**config.mk**
```make
export PLATFORM = sky130hd
export DESIGN_NAME = gemm_tile_sched
export DESIGN_NICKNAME = d
export VERILOG_FILES = /design/src/rtl/gemm_tile_sched.sv
export SDC_FILE = /design/constraint.sdc
export NUM_CORES = 1
export LEC_CHECK = 0
export CORE_UTILIZATION = 60
export DETAILED_ROUTE_END_ITERATION = 10
export HOLD_SLACK_MARGIN = 0.1
export PLACE_DENSITY = 0.84
export SKIP_CTS_REPAIR_TIMING = 1
export SYNTH_ARGS = -nofsm -noshare
export SYNTH_HDL_FRONTEND = slang
export SYNTH_SLANG_ARGS = --single-unit
```
**constraint.sdc**
```tcl
create_clock -name clk -period 16.85 [get_ports clk]
set_clock_uncertainty 0.2 [all_clocks]
set_input_delay 5.055 -clock clk [delete_from_list [all_inputs] [get_ports clk]]
set_output_delay 5.055 -clock clk [all_outputs]
set_load 0.005 [all_outputs]
```
**src/rtl/gemm_tile_sched.sv**
```systemverilog
// gemm_tile_sched: tile-loop sequencer for the systolic GEMM core, driving weight/ifmap reads,
// PE-array strobes and the delayed activation write port.
module gemm_tile_sched #(
    parameter int PE_SIZE         = 14,
    parameter int ROW_TILES       = 21,
    parameter int COL_TILES       = 5,
    parameter int DRAIN_CYC       = 28,
    parameter int MEM0_ADDR_WIDTH = 13,
    parameter int MEM1_ADDR_WIDTH = 11,
    parameter int MEM2_ADDR_WIDTH = 10
) (
    input  logic                       clk,
    input  logic                       rst,
    input  logic                       start_i,
    output logic                       busy_o,
    output logic                       done_o,
    output logic                       mem0_ce0_o,
    output logic [MEM0_ADDR_WIDTH-1:0] mem0_addr0_o,
    output logic                       mem1_ce0_o,
    output logic [MEM1_ADDR_WIDTH-1:0] mem1_addr0_o,
    output logic                       w_load_o,
    output logic                       x_valid_o,
    output logic                       acc_clr_o,
    output logic                       acc_rd_o,
    output logic [$clog2(PE_SIZE)-1:0] acc_idx_o,
    output logic                       mem2_ce0_o,
    output logic                       mem2_we0_o,
    output logic [MEM2_ADDR_WIDTH-1:0] mem2_addr0_o
);
    localparam int KW = $clog2(PE_SIZE);
    localparam int RW = $clog2(ROW_TILES + 1);
    localparam int CW = $clog2(COL_TILES + 1);
    localparam int DW = $clog2(DRAIN_CYC + 1);

    if (COL_TILES * ROW_TILES * PE_SIZE > (64'd1 << MEM1_ADDR_WIDTH) ||
        ROW_TILES * PE_SIZE > (64'd1 << MEM0_ADDR_WIDTH) ||
        COL_TILES * PE_SIZE > (64'd1 << MEM2_ADDR_WIDTH) || DRAIN_CYC < 1) begin : g_bad_param
        $error("gemm_tile_sched: address range exceeds BRAM width or DRAIN_CYC < 1");
    end

    typedef enum logic [2:0] {IDLE, LOAD_W, FEED, DRAIN, WRITE, DONE} state_t;

    state_t                     state_q, state_d;
    logic [CW-1:0]              c_q, c_d;
    logic [RW-1:0]              r_q, r_d;
    logic [KW-1:0]              k_q, k_d;
    logic [DW-1:0]              d_q, d_d;
    logic                       k_last;
    logic [MEM0_ADDR_WIDTH-1:0] a0_d;
    logic [MEM1_ADDR_WIDTH-1:0] a1_d;
    logic [MEM2_ADDR_WIDTH-1:0] a2_d, wr_addr_q;

    assign k_last = k_q == KW'(PE_SIZE - 1);
    assign a0_d   = MEM0_ADDR_WIDTH'(32'(r_d) * PE_SIZE + 32'(k_d));
    assign a1_d   = MEM1_ADDR_WIDTH'((32'(c_d) * ROW_TILES + 32'(r_d)) * PE_SIZE + 32'(k_d));
    assign a2_d   = MEM2_ADDR_WIDTH'(32'(c_d) * PE_SIZE + 32'(k_d));

    always_comb begin
        state_d = state_q;
        c_d     = c_q;
        r_d     = r_q;
        k_d     = k_q;
        d_d     = d_q;
        case (state_q)
            IDLE: if (start_i) begin
                state_d = LOAD_W;
                c_d     = '0;
                r_d     = '0;
                k_d     = '0;
            end
            LOAD_W: begin
                k_d     = k_last ? '0 : k_q + 1'b1;
                state_d = k_last ? FEED : LOAD_W;
            end
            FEED: begin
                k_d     = k_last ? '0 : k_q + 1'b1;
                d_d     = '0;
                state_d = k_last ? DRAIN : FEED;
            end
            DRAIN: if (d_q == DW'(DRAIN_CYC - 1)) begin
                state_d = (r_q == RW'(ROW_TILES - 1)) ? WRITE : LOAD_W;
                r_d     = (r_q == RW'(ROW_TILES - 1)) ? r_q : r_q + 1'b1;
            end else begin
                d_d = d_q + 1'b1;
            end
            WRITE: begin
                k_d = k_last ? '0 : k_q + 1'b1;
                if (k_last) begin
                    state_d = (c_q == CW'(COL_TILES - 1)) ? DONE : LOAD_W;
                    c_d     = (c_q == CW'(COL_TILES - 1)) ? c_q : c_q + 1'b1;
                    r_d     = '0;
                end
            end
            DONE:    state_d = IDLE;
            default: state_d = IDLE;
        endcase
    end

    // Outputs are registered from next-state values so they line up with the state they describe.
    always_ff @(posedge clk) begin
        if (rst) begin
            state_q      <= IDLE;
            c_q          <= '0;
            r_q          <= '0;
            k_q          <= '0;
            d_q          <= '0;
            busy_o       <= 1'b0;
            done_o       <= 1'b0;
            mem0_ce0_o   <= 1'b0;
            mem0_addr0_o <= '0;
            mem1_ce0_o   <= 1'b0;
            mem1_addr0_o <= '0;
            w_load_o     <= 1'b0;
            x_valid_o    <= 1'b0;
            acc_clr_o    <= 1'b0;
            acc_rd_o     <= 1'b0;
            acc_idx_o    <= '0;
            wr_addr_q    <= '0;
            mem2_ce0_o   <= 1'b0;
            mem2_we0_o   <= 1'b0;
            mem2_addr0_o <= '0;
        end else begin
            state_q      <= state_d;
            c_q          <= c_d;
            r_q          <= r_d;
            k_q          <= k_d;
            d_q          <= d_d;
            busy_o       <= state_d != IDLE;
            done_o       <= state_d == DONE;
            mem1_ce0_o   <= state_d == LOAD_W;
            mem1_addr0_o <= (state_d == LOAD_W) ? a1_d : '0;
            acc_clr_o    <= state_d == LOAD_W && r_d == '0 && k_d == '0;
            mem0_ce0_o   <= state_d == FEED;
            mem0_addr0_o <= (state_d == FEED) ? a0_d : '0;
            acc_rd_o     <= state_d == WRITE;
            acc_idx_o    <= (state_d == WRITE) ? k_d : '0;
            wr_addr_q    <= (state_d == WRITE) ? a2_d : '0;
            w_load_o     <= mem1_ce0_o;
            x_valid_o    <= mem0_ce0_o;
            mem2_ce0_o   <= acc_rd_o;
            mem2_we0_o   <= acc_rd_o;
            mem2_addr0_o <= wr_addr_q;
        end
    end
endmodule

```
# ---- Word-level counts from Yosys, hierarchy flattened
# Cells that the tools add are included.
# W data, S select, Z words.
dict set report classes {
  bitwise 3
  n_addsub 8
  mul 4
  n_eq_ne 13
  mux 22
  reduce_logical 12
}
# op count
set op_table {}
lappend op_table {{$mux W5} 5}
lappend op_table {{$mux W3} 8}
lappend op_table {{$pmux W3 S5} 1}
lappend op_table {{$pmux W5 S3} 1}
lappend op_table {{$eq A3 B3 Y1 const B} 4}
lappend op_table {{$add A11 B4 Y11} 1}
lappend op_table {{$add A5 B1 Y5 const B} 2}
lappend op_table {{$add A9 B4 Y10} 1}
lappend op_table {{$eq A5 B5 Y1 const B} 2}
lappend op_table {{$mul A9 B3 Y10 const B} 1}
lappend op_table {{$pmux W5 S2} 1}
lappend op_table {{$add A8 B5 Y9} 1}
lappend op_table {{$eq A3 B2 Y1 const B} 3}
lappend op_table {{$add A7 B4 Y8} 1}
lappend op_table {{$mul A3 B5 Y8 const B} 1}
lappend op_table {{$mul A5 B3 Y8 const B} 1}
lappend op_table {{$mux W4} 2}
lappend op_table {{$pmux W4 S2} 1}
lappend op_table {{$eq A3 B1 Y1 const B} 2}
lappend op_table {{$mul A3 B3 Y6 const B} 1}
lappend op_table {{$pmux W3 S2} 1}
lappend op_table {{$reduce_or A2 Y1} 3}
lappend op_table {{$logic_not A5 Y1} 1}
lappend op_table {{$add A4 B1 Y4 const B} 1}
lappend op_table {{13 further kinds} 16}
dict set report totals {
  inputBits 3
  ff_bits 77
  out_inout_bits 48
  elab_cells 81
}

# ---- Depth between registers and ports, before layout
# Gate-level depths: netlist of the first run.
dict set report depth {
  depth_word 8
  ltp_mapped 24
  mapped_depth_nobuf 23
}

# ---- Worst setup path before layout of the first run
# OpenSTA, ideal clock, no wires.
dict set report synth_timing {
  path_type {input-to-reg}
  startpoint {input start_i}
  endpoint {register mem1_addr0_o[10]}
  n_path_buf 0
  setup_time_ns 0.124
  setup_slack_ns 6.979
  arrival_ns 9.547
  cell_stages 16
  t_required_ns 16.526
  path_cell_list {or3b_1 > a21oi_2 > o2bb2ai_1 > a21oi_1 > inv_1 > fa_1 > ha_1 > xnor2_1 > inv_1 > fa_1 > fa_1 > a211o_1 > a2111oi_0 > nor3b_1 > nand4b_1 > mux2i_1}
}
dict set report synth_between {
  elab_cells_between_ends 15
  cone_classes {2 x add/sub; 2 x mul; 1 x eq/ne; 8 x mux; 1 x bitwise; 1 x reduce/logical}
}
# item line
set synth_lines {}
lappend synth_lines {{start: declaration} 14} ;# input logic start_i,
lappend synth_lines {{$mux W5} 65} ;# IDLE: if (start_i) begin
lappend synth_lines {{$pmux W5 S3} 64} ;# case (state_q)
lappend synth_lines {{via r_d[3]} 45} ;# logic [RW-1:0] r_q, r_d;
lappend synth_lines {{$add A8 B5 Y9} 55} ;# assign a1_d = MEM1_ADDR_WIDTH'((32'(c_d) * ROW_TILES + 32'(r_d)) * PE_SIZE + 32'(k_d));
lappend synth_lines {{$mul A9 B3 Y10} 55}
lappend synth_lines {{$add A11 B4 Y11} 55}
lappend synth_lines {{end signal: assignment} 131} ;# mem1_addr0_o <= (state_d == LOAD_W) ? a1_d : '0;
lappend synth_lines {{end: declaration} 20} ;# output logic [MEM1_ADDR_WIDTH-1:0] mem1_addr0_o,
# The timed path passes the listed nets, and every way through them passes these cells.
# A chain may end at the register's enable or synchronous reset.

# ---- Worst setup path after layout of the first run
# Same ends and word-level chain as after synthesis.

==> impl_metrics.toml, run 1 <==
[worst_setup_path]
r2r_start = "k_q[0]$_SDFF_PP0_"
rr_worst_depth = 20
r2r_setup_slack_ns = 10.59
cp_top_family = "compound AO/OA/AOI/OAI gates"
crit_type = "in2reg"
timing.rr.end = "mem1_addr0_o[10]$_SDFF_PP0_"
crit_path_top_delay_cell = "clkdlybuf4s50_1"
cpPeakStageDelay_ns = 0.55
cp_num_buf_inv = 2
worst-path-stages = 19
worstSetupEndpoint = "mem1_addr0_o[10]$_SDFF_PP0_"
crit_top_cell = "ha_1"
crit_start = "start_i"
cp-start-kind = "primary input"
critPathMaxFanout = 7
endpoint_kind = "flip-flop"
crit_required_ns = 16.89
crit_chain = "clkdlybuf4s50_1 -> or3b_1 -> a21oi_2 -> nor2_2 -> o21bai_1 -> inv_1 -> ha_1 -> fa_1 -> a21o_1 -> a21oi_1 -> xnor2_1 -> xor2_1 -> ha_1 -> ha_1 -> o211ai_1 -> o211ai_1 -> a221oi_2 -> nand4b_1 -> mux2i_1"
cp.arrival_ns = 10.62

[floorplanning]
die_area_mm2 = 0.007933
core_area_mm2 = 0.007292
start_util_pct = 62.37
die_h_um = 89.07
io_pins = 51
die_width_um = 89.07
rows = 31

[yosys]
ys_ff_latch = 69
synth-seq-area-share_pct = 30.37
synthMuxAreaShare_pct = 0.9078
yosysTopAreaCell = "dfxtp_1"
synthXorXnorAreaFrac_pct = 5.777
yosys.area_share.simple_pct = 17.96
synth_top_area_share_pct = 30.37
avgSynthCellArea_um2 = 9.456
synthAdderAreaFrac_pct = 22.59
syn-cell-area_mm2 = 0.004548
synth_compound_area_share_pct = 15.85
synth_top_family_by_area = "adder cells"
synthFlopType = "dfxtp_1"
synthCells = 481
ys.warnings.count = 0
async_reset_ff_share_pct = 0
synth_area_leaders = "dfxtp_1 30%, ha_1 15%, fa_1 7.5%"
synthDistinctLibCells = 72
synth_edf_count = 0

[layout]
fin_nets = 599
mostFrequentLayoutCell = "dfxtp_1"
drive_above_1_share_pct = 8.302
antennaDiodeCount = 0
post-route-util_pct = 72.03
area_growth_pct = 15.49
final_cell_mix = "69 x dfxtp_1, 54 x ha_1, 46 x nor2_1, 45 x clkdlybuf4s50_1, 42 x inv_1"

[routing]
dr.pass1.iters = 5
wirelength_mm = 9.323
drtAntennaViolNets = 0
vias = 3611
via_per_inst = 5.741
drc = 0
post_drt_wl_per_cell_um = 14.82
drt-initial-drc-count = 186

[sta]
fmax_mhz = 94.59
tightest_slew_ns = 0.5946
holdWs_ns = 0.2358
finalCriticalPeriod_ns = 10.57
fin_ws_ns = 6.278
finalCritPeriodShare_pct = 62.74
finalSetupViolCount = 0
tns_ns = 0
max_slew_margin_pct = 59.33
final_hold_viol_count = 0
slew_violations = 0
rsz0062_at_grt = "no"

[global_routing]
grt_max_degree = 28
grt_antenna_before_repair = 0
overflow = 0
grt_pass1_wl_mm = 15.11
grt_pass1_vias = 3440
track_usage_pct = 25.03

[place]
dp_slack_ns = 5.968
place.gp.congestion = 0.8643
io_buffers = 45
hpwl_mm = 6.930

[status]
status = "finished clean"

[clock_tree]
clockBufferDepth = 2
clock-sinks = 69
cts_buffers = 9
cts_tree = "yes"
clk_latency_ns = 0.36
clk_pin_slew_worst_paths_ns = 0.08
clockRootBuffer = "clkbuf_8"
htree_levels = 3

[power_and_ir_drop]
p_leak_nw = 2.457
power_density_mw_per_mm2 = 63.25
ir_worst_vdd_mv = 0.03708

[run]
maxCapViolCount = 0

[worst_hold_path]
hp-class = "reg2reg"
==> where the power goes <==
part	internal, mW	total (mW)	switching (mW)
registers	0.164	0.166	0.00141
logic	0.00457	0.0115	0.00693
clock network	0.0858	0.155	0.0693
==> through the flow <==
stage                     power (mW)  cells  cell area [um2]
after floorplan               0.1773    485             4563
final                         0.3322    629             5253
after CTS                     0.3339    629             5253
after detailed placement      0.1806    613             5024
after global routing          0.3412    629             5253
after global placement        0.1804    613             5024
==> area by class of cell <==
class	instances	area, um2
clock inverter	7	105.1
clock buffer	9	123.9
sequential	69	1381
multi-input combinational	354	2888
fill	550	2039
inverter	44	165.2
tap	99	123.9
timing repair buffer	47	465.4
==> per-layer routing <==
metal / routed length (um) / GRT usage (%) / share of wire (%)
met1: 3861 / 27.13 / 41
met2: 4797 / 47.34 / 51
met3: 439 / 6.279 / 4.7
met4: 225 / 8.658 / 2.4
met5: 0 / 0 / 0
==> how the worst min path moves through the flow <==
stage / slack [ns] / depth (start not counted) / to / start
after CTS: 0.24 / 1 / mem2_addr0_o[3]$_SDFF_PP0_ / wr_addr_q[3]$_SDFF_PP0_
after detailed placement: 0.22 / 1 / mem2_addr0_o[3]$_SDFF_PP0_ / wr_addr_q[3]$_SDFF_PP0_
after floorplan: 0.21 / 1 / mem2_addr0_o[1]$_SDFF_PP0_ / wr_addr_q[1]$_SDFF_PP0_
final: 0.24 / 1 / mem2_addr0_o[1]$_SDFF_PP0_ / wr_addr_q[1]$_SDFF_PP0_
after global placement: 0.22 / 1 / mem2_addr0_o[4]$_SDFF_PP0_ / wr_addr_q[4]$_SDFF_PP0_
after global routing: 0.25 / 1 / mem2_addr0_o[3]$_SDFF_PP0_ / wr_addr_q[3]$_SDFF_PP0_
==> cells in the mapped netlist, types with 4 or more instances <==
library cell  number
a2111oi_0          7
a21o_1            13
a21oi_1           27
and2_1             4
and3_1             6
and4b_1            4
buf_4             10
clkbuf_1           4
dfxtp_1           69
fa_1              17
ha_1              54
inv_1             42
nand2_1           12
nand3_1            5
nand4_1            7
nor2_1            46
nor2b_1           21
nor3_1             6
o211ai_1           5
o21ai_0           13
xnor2_1           12
xor2_1            18
==> state kept, by name, indices dropped and copies added, names as in the netlist, 3 cells and up <==
| name | count |
|---|---|
| acc_idx_o | 4 |
| c_q | 3 |
| d_q | 5 |
| k_q | 4 |
| mem0_addr0_o | 10 |
| mem1_addr0_o | 11 |
| mem2_addr0_o | 8 |
| r_q | 5 |
| state_q | 3 |
| wr_addr_q | 7 |
==> cells by family after synthesis <==
logic type,count (synthesis)
buffers and inverters,62
xor gates and xnor gates,30
other,1
and+or+nand+nor,144
adders and majority gates,72
muxes,4
DFF,69
AOI/OAI and AO/OA,99
Note: power is estimated with default switching activity, not from simulation.
==> run 2: changes to the inputs <==
--- a/config.mk
+++ b/config.mk
@@ -5,10 +5,10 @@
 export SDC_FILE = /design/constraint.sdc
 export NUM_CORES = 1
 export LEC_CHECK = 0
-export CORE_UTILIZATION = 60
+export CORE_UTILIZATION = 57
 export DETAILED_ROUTE_END_ITERATION = 10
 export HOLD_SLACK_MARGIN = 0.1
-export PLACE_DENSITY = 0.84
+export PLACE_DENSITY = 0.81
 export SKIP_CTS_REPAIR_TIMING = 1
 export SYNTH_ARGS = -nofsm -noshare
 export SYNTH_HDL_FRONTEND = slang
==> constraint.sdc (replaced) <==
create_clock -name clk -period 10.9 [get_ports clk]
set_clock_uncertainty 0.2 [all_clocks]
set_input_delay 3.27 -clock clk [delete_from_list [all_inputs] [get_ports clk]]
set_output_delay 3.27 -clock clk [all_outputs]
set_load 0.005 [all_outputs]
==> run 2 against run 1 <==
- first-iteration DRC count fell by 46%
- count of clock-buffer cells in the layout did not move
- flip-flop and latch count is the same
- highest routed layer unchanged
==> impl_metrics.toml, run 2 (synthesis gave the netlist of run 1 again) <==
[worst_hold_path]
hp-class = "reg2reg"

[power_and_ir_drop]
p_sw_share_pct = 23.56
internal-power_mw = 0.3935
p_comb_share_pct = 3.4
ir_worst_vdd_mv = 0.07355
pwr-share-clk_pct = 46.9
p_leak_nw = 2.457
seq_power_share_pct = 49.7
finalPower_mw = 0.5148
net-switching-power_mw = 0.1213
power_density_mw_per_mm2 = 97.93

[place]
hpwl_mm = 7.111
place.gp.congestion = 0.8899
io_buffers = 45

[layout]
biggestRegsByFlops = "mem1_addr0_o: 11 flops, mem0_addr0_o: 10 flops, mem2_addr0_o: 8 flops"
fillers = 584
area_growth_pct = 15.57
regMostFlops = "mem1_addr0_o"
mostFrequentLayoutCell = "dfxtp_1"
antennaDiodeCount = 0
final_cell_mix = "69 x dfxtp_1, 54 x ha_1, 46 x nor2_1, 45 x clkdlybuf4s50_1, 42 x inv_1"
drive_above_1_share_pct = 8.302
largest_reg_flops = 11
fin_nets = 599

[worst_setup_path]
cpPeakStageDelay_ns = 0.57
cp_num_buf_inv = 3
crit_path_top_delay_cell = "clkdlybuf4s50_1"
cp.arrival_ns = 8.93
cp_top_family = "adder cells"
crit_type = "in2reg"
crit_top_cell = "fa_1"
critPathMaxFanout = 6
crit_chain = "clkdlybuf4s50_1 -> or3b_1 -> a21oi_2 -> o2bb2ai_1 -> a21oi_1 -> inv_1 -> fa_1 -> ha_1 -> xnor2_1 -> inv_1 -> fa_1 -> fa_1 -> a211o_1 -> a2111oi_0 -> nor3b_1 -> nand4b_1 -> mux2i_1"
crit_required_ns = 10.94
cp-start-kind = "primary input"
endpoint_kind = "flip-flop"

[global_routing]
grt_pass1_wl_mm = 16.40
overflow = 0
met2_usage_pct = 42.55
met1_usage_pct = 29.28
grt_busiest_layer = "met2"
grt_pass1_vias = 3552
grt_antenna_before_repair = 0
grt_max_degree = 28
met3_usage_pct = 6.365
track_usage_pct = 24.67

[clock_tree]
cts_buffers = 9
clk_pin_slew_worst_paths_ns = 0.08
clock-sinks = 69
clockBufferDepth = 2
clockRootBuffer = "clkbuf_8"
cts_tree = "yes"
clk_latency_ns = 0.36
htree_levels = 3

[routing]
vias = 3517
wirelength_mm = 9.170
drc = 0
drt-initial-drc-count = 100
drtAntennaViolNets = 0
via_per_inst = 5.565
dr.pass1.iters = 4
post_drt_wl_per_cell_um = 14.51

[floorplanning]
start_util_pct = 58.86
die_h_um = 91.33
die_area_mm2 = 0.008340
die_width_um = 91.33
core_area_mm2 = 0.007727
rows = 32
io_pins = 51

[sta]
fmax_mhz = 112.6
finalCritPeriodShare_pct = 81.48
finalSetupViolCount = 0
tightest_slew_ns = 0.6056
finalCriticalPeriod_ns = 8.882
rsz0062_at_grt = "no"
final_hold_viol_count = 0
slew_violations = 0
tns_ns = 0
max_slew_margin_pct = 59.06

[run]
maxCapViolCount = 0

[status]
status = "finished clean"
## run 2: stage by stage
| step | instance area, um2 | worst slack (ns) | hold slack (ns) | std cells | utilization [%] |
|---|---|---|---|---|---|
| 3_5_place_dp | 5027 | 1.675 | 0.2233 | 616 | 65.06 |
| 3_3_place_gp | 5027 | 1.863 | 0.2182 | 616 | 65.06 |
| 2_1_floorplan | 4563 | 2.814 | 0.2138 | 485 | - |
| 5_1_grt | 5256 | 1.639 | 0.2441 | 632 | 68.02 |
| 6_report | 5256 | 2.018 | 0.2346 | 632 | 68.02 |
| 4_1_cts | 5256 | 2.001 | 0.2395 | 632 | 68.02 |
## run 2: cell type report
| class | instances | area, um2 | share of cell area [%] |
|---|---|---|---|
| flip-flops and latches | 69 | 1381 | 26.28 |
| clock inverters | 7 | 105.1 | 2.000 |
| repair buffers | 47 | 465.4 | 8.855 |
| well taps | 102 | 127.6 | 2.428 |
| clock buffers | 9 | 123.9 | 2.357 |
| multi-input cells | 354 | 2888 | 54.94 |
| inverters | 44 | 165.2 | 3.142 |
## run 2: worst paths after layout
kind	from	endpoint	slack [ns]	depth (start not counted)
max	start_i	mem1_addr0_o[10]$_SDFF_PP0_	2.02	17
max reg2reg	k_q[0]$_SDFF_PP0_	mem1_addr0_o[10]$_SDFF_PP0_	4.69	17
min	wr_addr_q[6]$_SDFF_PP0_	mem2_addr0_o[6]$_SDFF_PP0_	0.23	1
min reg2reg	wr_addr_q[6]$_SDFF_PP0_	mem2_addr0_o[6]$_SDFF_PP0_	0.23	1
## run 2: power by group through the flow
| stage | clock [mW] | sequential (mW) | combinational [mW] |
|---|---|---|---|
| 6_report | 0.241 | 0.256 | 0.0176 |
| 2_1_floorplan | 0 | 0.261 | 0.0130 |
| 3_3_place_gp | 0 | 0.262 | 0.0173 |
| 5_1_grt | 0.259 | 0.256 | 0.0196 |
| 4_1_cts | 0.243 | 0.256 | 0.0177 |
| 3_5_place_dp | 0 | 0.262 | 0.0175 |
## run 2: layer usage
layer / routed length, um / share of wire [%]
met1: 4030 / 44
met2: 4570 / 50
met3: 377 / 4.1
met4: 192 / 2.1
met5: 0 / 0
